[config.mk]
export PLATFORM = sky130hd
export DESIGN_NAME = seg7_scan_controller
export DESIGN_NICKNAME = d
export VERILOG_FILES = /design/src/rtl/seg7_scan_controller.sv
export SDC_FILE = /design/constraint.sdc
export NUM_CORES = 1
export LEC_CHECK = 0
export CORE_MARGIN = 2
export CORE_UTILIZATION = 33
export DETAILED_ROUTE_END_ITERATION = 6
export PLACE_DENSITY_LB_ADDON = 0.08
export SLEW_MARGIN = 20
export SYNTH_ARGS = -nofsm -noshare
export SYNTH_HDL_FRONTEND = slang
export SYNTH_SLANG_ARGS = --single-unit
[constraint.sdc]
create_clock -name clk -period 1.8 [get_ports clk]
set_clock_uncertainty 0.15 [all_clocks]
set_input_delay 0.36 -clock clk [delete_from_list [all_inputs] [get_ports clk]]
set_output_delay 0.36 -clock clk [all_outputs]
set_load 0.01 [all_outputs]
[src/rtl/seg7_scan_controller.sv]
// seg7_scan_controller: scans a DIGITS-nibble value onto one seg7 decoder with one-hot digit enables,
//   optional leading-zero blanking and a tear-free value handshake (new values swap in at frame boundaries).
// Ports:
//   clk, reset     system clock, synchronous active-high reset
//   enable         1 = scan the display, 0 = dark (IDLE)
//   blank_leading  1 = blank leading zero digits (digit 0 never blanked)
//   value_in       nibble i = bits [4i+3:4i], digit 0 = LSD
//   value_valid    value_in offered; value_ready = pending slot empty
//   nibble         current nibble to the decoder (registered)
//   digit_en       one-hot enable of the lit digit, 0 when blanked/idle (registered)
//   blank          1 = segments off this cycle (registered)
module seg7_scan_controller #(
    parameter int DIGITS       = 4,
    parameter int DWELL_CYCLES = 1000
) (
    input  logic                  clk,
    input  logic                  reset,
    input  logic                  enable,
    input  logic                  blank_leading,
    input  logic [4*DIGITS-1:0]   value_in,
    input  logic                  value_valid,
    output logic                  value_ready,
    output logic [3:0]            nibble,
    output logic [DIGITS-1:0]     digit_en,
    output logic                  blank
);
    localparam int CW = $clog2(DWELL_CYCLES + 1);
    localparam int IW = $clog2(DIGITS);

    typedef enum logic {IDLE, SCAN} state_t;

    state_t              state, state_n;
    logic [CW-1:0]       dwell_cnt, dwell_cnt_n;
    logic [IW-1:0]       digit_idx, digit_idx_n;
    logic [4*DIGITS-1:0] display_reg, display_n, pending_reg, pending_n;
    logic                pending_full, full_n;
    logic [3:0]          nibble_n;
    logic [DIGITS-1:0]   digit_en_n, lead_zero;
    logic                blank_n, xfer, last_dwell, frame_end, swap;

    assign value_ready = ~pending_full & ~reset;

    always_comb begin
        xfer        = value_valid & value_ready;
        last_dwell  = dwell_cnt == CW'(DWELL_CYCLES - 1);
        frame_end   = last_dwell && digit_idx == IW'(DIGITS - 1);
        // dropping enable wins over a coincident frame end; IDLE swaps on its first cycle anyway
        swap        = pending_full && (state == IDLE || (enable && frame_end));
        state_n     = enable ? SCAN : IDLE;
        dwell_cnt_n = dwell_cnt + 1'b1;
        digit_idx_n = digit_idx;
        if (state == IDLE || !enable) begin
            dwell_cnt_n = '0;
            digit_idx_n = '0;
        end else if (last_dwell) begin
            dwell_cnt_n = '0;
            digit_idx_n = frame_end ? '0 : digit_idx + 1'b1;
        end
        display_n    = swap ? pending_reg : display_reg;
        pending_n    = xfer ? value_in : pending_reg;
        full_n       = xfer | (pending_full & ~swap);
        lead_zero    = '0;
        for (int i = 1; i < DIGITS; i++)
            lead_zero[i] = blank_leading && (display_reg >> (4 * i)) == '0;
        nibble_n     = display_reg[{digit_idx, 2'b00} +: 4];
        blank_n      = state == IDLE || lead_zero[digit_idx];
        digit_en_n   = blank_n ? '0 : DIGITS'(1) << digit_idx;
    end

    always_ff @(posedge clk) begin
        if (reset) begin
            state        <= IDLE;
            dwell_cnt    <= '0;
            digit_idx    <= '0;
            display_reg  <= '0;
            pending_reg  <= '0;
            pending_full <= 1'b0;
            nibble       <= '0;
            digit_en     <= '0;
            blank        <= 1'b1;
        end else begin
            state        <= state_n;
            dwell_cnt    <= dwell_cnt_n;
            digit_idx    <= digit_idx_n;
            display_reg  <= display_n;
            pending_reg  <= pending_n;
            pending_full <= full_n;
            nibble       <= nibble_n;
            digit_en     <= digit_en_n;
            blank        <= blank_n;
        end
    end
endmodule

---- After elaboration in Yosys (flattened, before gate mapping) ----
Cells that the tools add are included.
operators by class
  add/sub/neg operators ................... 2
  order comparisons ....................... 1
  equal/unequal tests ..................... 2
  shift operators ......................... 2
  multiplexer cells ....................... 4
  bitwise gates (word level) .............. 8
  reduce and logical (&&, ||, !) cells .... 16
operators with widths
  operator                                                              number
  16-bit logical NOT                                                    3
  16-bit by 5-bit indexed part select with 4-bit output                 1
  10-bit by 1-bit adder with 10-bit output, second input constant       1
  10-bit equality test, second input constant                           1
  1-bit logical AND                                                     6
  1-bit NOT                                                             4
  2-bit OR reduction                                                    2
  1-bit by 2-bit << shifter with 4-bit output, first input constant     1
  1-bit AND                                                             3
  1-bit logical OR                                                      3
  2-bit by 3-bit < comparator with 1-bit output, second input constant  1
  3-bit OR reduction                                                    1
  2-bit by 1-bit adder with 2-bit output, second input constant         1
  1-bit binary-select mux with 2-bit select                             1
  2-bit equality test, second input constant                            1
  1-bit 2-to-1 mux                                                      2
  2-bit 2-to-1 mux                                                      1
  1-bit logical NOT                                                     1
  1-bit bitwise OR                                                      1
storage, ports and cells
  register bits after elaboration ......... 55
  input bits .............................. 21
  output and inout port bits .............. 10
  word-level logic and storage cells ...... 44

---- Logic depth before layout (Yosys ltp) ----
Gate-level depths: netlist of the first run.
  word-level depth ........................ 8
  mapped depth ............................ 6
  mapped depth without buffers ............ 5

---- Worst setup path after synthesis of the first run ----
OpenSTA, ideal clock, no wires.
  kind .................................... reg-to-reg
  start point ............................. reg dwell_cnt[6]
  end point ............................... reg display_reg[10]
  library setup time ...................... 0.118 ns
  arrival time ............................ 1.397 ns
  data required time ...................... 1.532 ns
  slack ................................... 0.134 ns
  stages on the path, launching flop included .. 7
  path buffers ............................ 2
  period minus slack after synthesis ...... 1.666 ns
  cell sequence ........................... dfxtp_1 and3_4 nand3_4 o32a_1 buf_6 buf_12 mux2i_1
on the way
  longest elaborated chain between the ends .. 5
RTL lines
  item                    line  RTL
  start, declared         33    logic [CW-1:0] dwell_cnt, dwell_cnt_n;
  start signal, assigned  83    dwell_cnt <= dwell_cnt_n;
  10-bit equality test    45    last_dwell = dwell_cnt == CW'(DWELL_CYCLES - 1);
  1-bit logical AND       46    frame_end = last_dwell && digit_idx == IW'(DIGITS - 1);
  1-bit logical AND       48    swap = pending_full && (state == IDLE || (enable && frame_end));
  1-bit logical OR        48
  1-bit logical AND       48
  end signal, assigned    85    display_reg <= display_n;
  end, declared           35    logic [4*DIGITS-1:0] display_reg, display_n, pending_reg, pending_n;
No other way between the ends.
A chain may end at the register's enable or synchronous reset.

---- Final worst setup path of the first run ----
  start point ............................. in reset
  end point ............................... out value_ready
on the way
  longest elaborated chain between the ends .. 2
RTL lines
  item             line  RTL
  start, declared  17    input logic reset,
  1-bit NOT        41    assign value_ready = ~pending_full & ~reset;
  1-bit AND        41
  end, declared    22    output logic value_ready,
No other way between the ends.

==> results.py, run 1 <==
metrics = {
    "yosys": {
        "synth-seq-cells": 55,
        "yosys_warnings": 0,
        "synth_top_area_share_pct": 49.63,
        "synth_edf_count": 0,
        "yosys.area.top_type": "dfxtp_1",
        "yosysSeqAreaShare_pct": 49.63,
        "synth_ff_type": "dfxtp_1",
        "synth_common_cells": "dfxtp_1 (55), nand2b_1 (33), nand2_1 (26), o21ai_0 (18), mux2i_1 (17)",
        "yosys-top-cells-area": "dfxtp_1 (50%), nand2b_1 (9.3%), mux2i_1 (7.7%)",
        "async_flop_share_pct": 0,
        "netlist-cell-type-count": 34,
        "synthCells": 226,
        "syn_avg_cell_area_um2": 9.816,
        "synthesis.area_um2": 2218,
        "yosysMostFrequentCell": "dfxtp_1",
        "syn-num-nets": 249,
    },
    "layout": {
        "layout.nets": 288,
        "drive_above_1_share_pct": 10.53,
        "antenna_cells": 0,
        "final_util_pct": 43.27,
        "syn_to_final_growth_pct": 25.27,
    },
    "sta": {
        "setup_viol": 0,
        "fmax_mhz": 588.6,
        "drv_slew": 0,
        "setup_ws_ps": 100.9,
        "hold_viol": 0,
        "maxSlewHeadroom_pct": 80.31,
        "period_minus_slack_ps": 1699,
        "hold_slack_ps": 301.3,
        "tightest_slew_ps": 294.3,
        "grt_setup_unrepaired": "false",
        "fin_crit_sh_pct": 94.39,
    },
    "drt": {
        "first_pass_iters": 4,
        "wl_mm": 4.247,
        "detail-route-antenna-nets": 0,
        "drt_iter0_drc": 57,
        "wl_per_cell_um": 12.38,
        "num_vias": 1627,
        "viasPerCell": 4.743,
        "drcViolationCount": 0,
    },
    "place": {
        "gp_congestion": 0.8103,
        "dp_hpwl_mm": 3.006,
        "dp_slack_ps": -178.1,
        "portBuffers": 30,
    },
    "setup_path": {
        "end_kind": "output pin",
        "required_ps": 1290,
        "cp.arrival_ps": 1190,
        "crit_path_start": "reset",
        "cp-start-kind": "input port",
        "crit_type": "input port to output pin",
        "ff2ff_setup_slack_ps": 110,
        "path_max_fanout": 2,
        "r2r_start": "dwell_cnt[3]$_SDFF_PP0_",
    },
    "power_and_ir_drop": {
        "p_sw_uw": 484.9,
        "vdd_ir_drop_max_mv": 0.2376,
        "power_density_nw_per_um2": 791.7,
        "p_sw_share_pct": 22.04,
        "leakage_uw": 0.001063,
        "p_comb_share_pct": 8.3,
        "p_int_uw": 1715,
        "p_clk_share_pct": 33.8,
        "p_seq_share_pct": 57.9,
    },
    "cts": {
        "cts_resized": 1,
        "cts_htree_levels": 2,
        "cts_setup_buffers": 0,
        "clk_latency_ps": 300,
        "cts_hold_buf": 0,
        "cts-root-buf": "clkbuf_8",
        "cts.sinks": 55,
        "path_clk_slew_ps": 90,
        "cts_buffers": 5,
        "cts_tree": "built",
        "clk_path_buf_depth": 2,
    },
    "global_routing": {
        "grt_usage_pct": 12.53,
        "antenna_found_initial": 0,
        "grt_max_degree": 34,
        "grt_pass1_vias": 1518,
        "overflow": 0,
        "grt_pass1_wl_mm": 7.182,
    },
    "floorplanning": {
        "start_util_pct": 34.54,
        "die_x_um": 85.99,
        "dieArea_um2": 7394,
        "chipHeight_um": 85.99,
        "boundaryPins": 31,
        "core_um2": 6422,
        "row_count": 29,
    },
    "flow_run": {
        "maxCapViolCount": 0,
    },
    "worst_hold_path": {
        "min_from": "dwell_cnt[0]$_SDFF_PP0_",
        "hold_path.class": "register to register",
    },
    "status": {
        "status": "finished clean",
    },
}
layout make-up:
cell class	instances	area, um^2
inverter	2	7.507
fill	632	3643
clock inverter	1	7.507
tap	77	96.34
clock buffer	7	96.34
multi-input combinational	157	1041
sequential	55	1101
timing repair buffer	44	429.2
layer usage:
layer / GRT usage (%) / vias up / routed length [um]
li1: - / 848 / -
met1: 16.41 / 747 / 2204
met2: 19.17 / 27 / 1779
met3: 3.465 / 5 / 193
met4: 5.628 / 0 / 70
met5: 0 / - / 0
power by group through the flow:
stage,clock network (uW),registers (uW),logic (uW)
detailed placement,0,1300,186
floorplan,0,1300,102
global route,832,1280,204
CTS,783,1280,186
global placement,0,1300,185
finish,744,1270,182
worst paths after layout:
path,endpoint,cells past startpoint
worst min register to register,dwell_cnt[0]$_SDFF_PP0_,1
worst min-delay path,dwell_cnt[0]$_SDFF_PP0_,1
worst max-delay path,value_ready,3
worst max register to register,display_reg[3]$_SDFFE_PP0P_,5
stage by stage:
step	instances	TNS (ps)	instance area [um^2]	power [uW]
global placement	335	-1095	2676	1489
finish	343	0	2779	2200
detailed placement	335	-1303	2676	1490
floorplan	226	0	2218	1401
CTS	343	0	2779	2244
global route	343	0	2779	2315
cells by family after synthesis:
| kind of cell | Yosys count | synth area share [%] |
|---|---|---|
| adder cells (fa/ha/maj) | 2 | 1.128 |
| AO/OA/AOI/OAI | 29 | 7.671 |
| flip-flops | 55 | 49.63 |
| XOR/XNOR | 5 | 1.974 |
| AND/OR/NAND/NOR | 100 | 24.42 |
| multiplexers | 21 | 11.73 |
| buffers and inverters | 14 | 3.441 |
worst max-delay path: stages:
cell             delay [ps]
clkdlybuf4s50_1         420
nor2_1                  130
dlygate4sd2_1           280
cells in the final DEF (no fill, tap or decap):
cell type	Yosys	final
clkinvlp_4	0	1
and3_4	1	1
o211ai_1	1	1
a31oi_1	1	1
mux2i_1	17	17
mux4_2	4	4
buf_4	0	12
nor4_1	3	3
o221ai_1	1	1
nand2b_1	33	33
dfxtp_1	55	55
clkdlybuf4s50_1	0	29
a211oi_1	1	1
clkbuf_8	0	7
o21a_1	1	1
nor2_1	12	12
xnor2_1	3	3
nor3_1	2	2
nand3b_1	1	1
and2_1	2	2
dlygate4sd2_1	0	1
and3_1	2	2
inv_1	2	2
nand3_1	5	5
o21ai_0	18	18
xor2_1	2	2
or3_1	2	2
nor3b_1	2	2
nor2b_1	6	6
nand4_1	2	2
a21oi_1	3	3
nand3_4	1	1
buf_12	1	2
o32a_1	1	1
nand2_1	26	26
a311oi_1	2	2
ha_1	2	2
Power figures use the tool's default switching activity.
==> run 2: changes to the inputs <==
- SKIP_LAST_GASP: default -> 1
==> results of run 2 <==
The final DEF is identical to that of run 1; final timing and power are the same.
==> run 3: changes to the inputs <==
- MAX_ROUTING_LAYER: default -> met4
- SETUP_SLACK_MARGIN: default -> 0.1
==> results.py, run 3 (synthesized netlist as in run 1, its figures left out) <==
metrics = {
    "layout": {
        "instances_no_fill": 343,
        "final_util_pct": 43.62,
        "antenna_cells": 0,
        "final_cell_mix": "dfxtp_1 (54), nand2b_1 (33), nand2_1 (25)",
        "layout_commonest_cell": "dfxtp_1",
        "drive_above_1_share_pct": 12.78,
        "syn_to_final_growth_pct": 26.28,
        "finalInstanceArea_um2": 2801,
        "layout.nets": 288,
    },
    "sta": {
        "hold_viol": 0,
        "tightest_slew_ps": 280.6,
        "setup_ws_ps": 137.4,
        "maxSlewHeadroom_pct": 81.12,
        "fin_crit_sh_pct": 92.37,
        "hold_slack_ps": 273.4,
        "setup_viol": 0,
        "fmax_mhz": 601.5,
        "grt_setup_unrepaired": "true",
        "period_minus_slack_ps": 1663,
        "drv_slew": 0,
    },
    "setup_path": {
        "end_kind": "output pin",
        "crit_type": "register to output pin",
        "required_ps": 1290,
        "cpLargestDelayFamily": "buffers and inverters",
        "path_buf_inv": 1,
        "critPathMaxStageDelay_ps": 530,
        "cp.arrival_ps": 1150,
        "crit_chain": "clkdlybuf4s50_1",
        "crit_slowest_cell": "clkdlybuf4s50_1",
        "cp-start-kind": "register",
        "path_max_fanout": 1,
    },
    "drt": {
        "first_pass_iters": 4,
        "wl_per_cell_um": 12.54,
        "num_vias": 1629,
        "drt_iter0_drc": 47,
        "wl_mm": 4.301,
        "drcViolationCount": 0,
        "viasPerCell": 4.749,
        "detail-route-antenna-nets": 0,
    },
    "floorplanning": {
        "chipHeight_um": 85.99,
        "start_util_pct": 34.54,
        "die_x_um": 85.99,
        "boundaryPins": 31,
        "row_count": 29,
        "dieArea_um2": 7394,
        "core_um2": 6422,
    },
    "power_and_ir_drop": {
        "vdd_ir_drop_max_mv": 0.2453,
        "leakage_uw": 0.001151,
        "power_density_nw_per_um2": 788.5,
    },
    "cts": {
        "clk_path_buf_depth": 2,
        "cts_hold_buf": 0,
        "cts_htree_levels": 2,
        "path_clk_slew_ps": 90,
        "cts.sinks": 55,
        "clk_latency_ps": 310,
        "cts_buffers": 5,
        "cts_setup_buffers": 0,
        "cts_tree": "built",
        "cts-root-buf": "clkbuf_8",
    },
    "place": {
        "dp_hpwl_mm": 3.006,
        "dp_slack_ps": -178.1,
        "placedInstanceArea_um2": 2676,
        "portBuffers": 30,
        "gp_congestion": 0.8222,
        "placedCellCount": 335,
    },
    "worst_hold_path": {
        "hold_path.class": "register to register",
    },
    "global_routing": {
        "grt_pass1_vias": 1526,
        "grt_max_degree": 34,
        "grt_usage_pct": 12.96,
        "overflow": 0,
        "antenna_found_initial": 0,
        "grt_pass1_wl_mm": 7.189,
    },
    "status": {
        "status": "finished clean",
    },
    "flow_run": {
        "maxCapViolCount": 0,
    },
}
==> run 3: layout make-up <==
| type | count | area [um^2] |
|---|---|---|
| Inverter | 2 | 7.507 |
| Tap cell | 77 | 96.34 |
| Clock buffer | 7 | 96.34 |
| Fill cell | 633 | 3621 |
| Timing Repair Buffer | 44 | 437.9 |
| Multi-Input combinational cell | 157 | 1054 |
| Clock inverter | 1 | 7.507 |
| Sequential cell | 55 | 1102 |
==> run 3: timing repair <==
item                                    4_1_cts  5_1_grt
gates resized for setup                       2       11
cloned                                        0        0
pin swaps                                     0        1
endpoints found under the setup margin        1       25
==> run 3: worst paths after layout <==
check	from	endpoint	slack [ps]	cells past startpoint
worst min-delay path	dwell_cnt[0]$_SDFF_PP0_	dwell_cnt[0]$_SDFF_PP0_	270	1
worst max-delay path	nibble[1]$_SDFF_PP0_	nibble[1]	140	1
worst min register to register	dwell_cnt[0]$_SDFF_PP0_	dwell_cnt[0]$_SDFF_PP0_	270	1
worst max register to register	dwell_cnt[8]$_SDFF_PP0_	display_reg[3]$_SDFFE_PP0P_	180	5
==> run 3: per-layer routing <==
metal	vias to the layer above	global-route usage (%)	share of wire, %
li1	847	-	-
met5	-	-	0
met1	749	16.53	52
met3	6	3.657	4.2
met4	0	5.628	2.0
met2	27	19.10	42
==> run 3: report_power, final <==
part	leakage, uW	internal [uW]	switching (uW)	total (uW)
sequential	0.000448	1260	17.1	1270
combinational	0.000653	107	75.2	182
clock	0.0000505	351	402	752
==> run 3: through the flow <==
stage                     setup TNS [ps]  power [uW]
after floorplan                        0        1401
after global placement             -1095        1489
after detailed placement           -1303        1490
after CTS                              0        2244
after global routing                   0        2318
final                                  0        2209
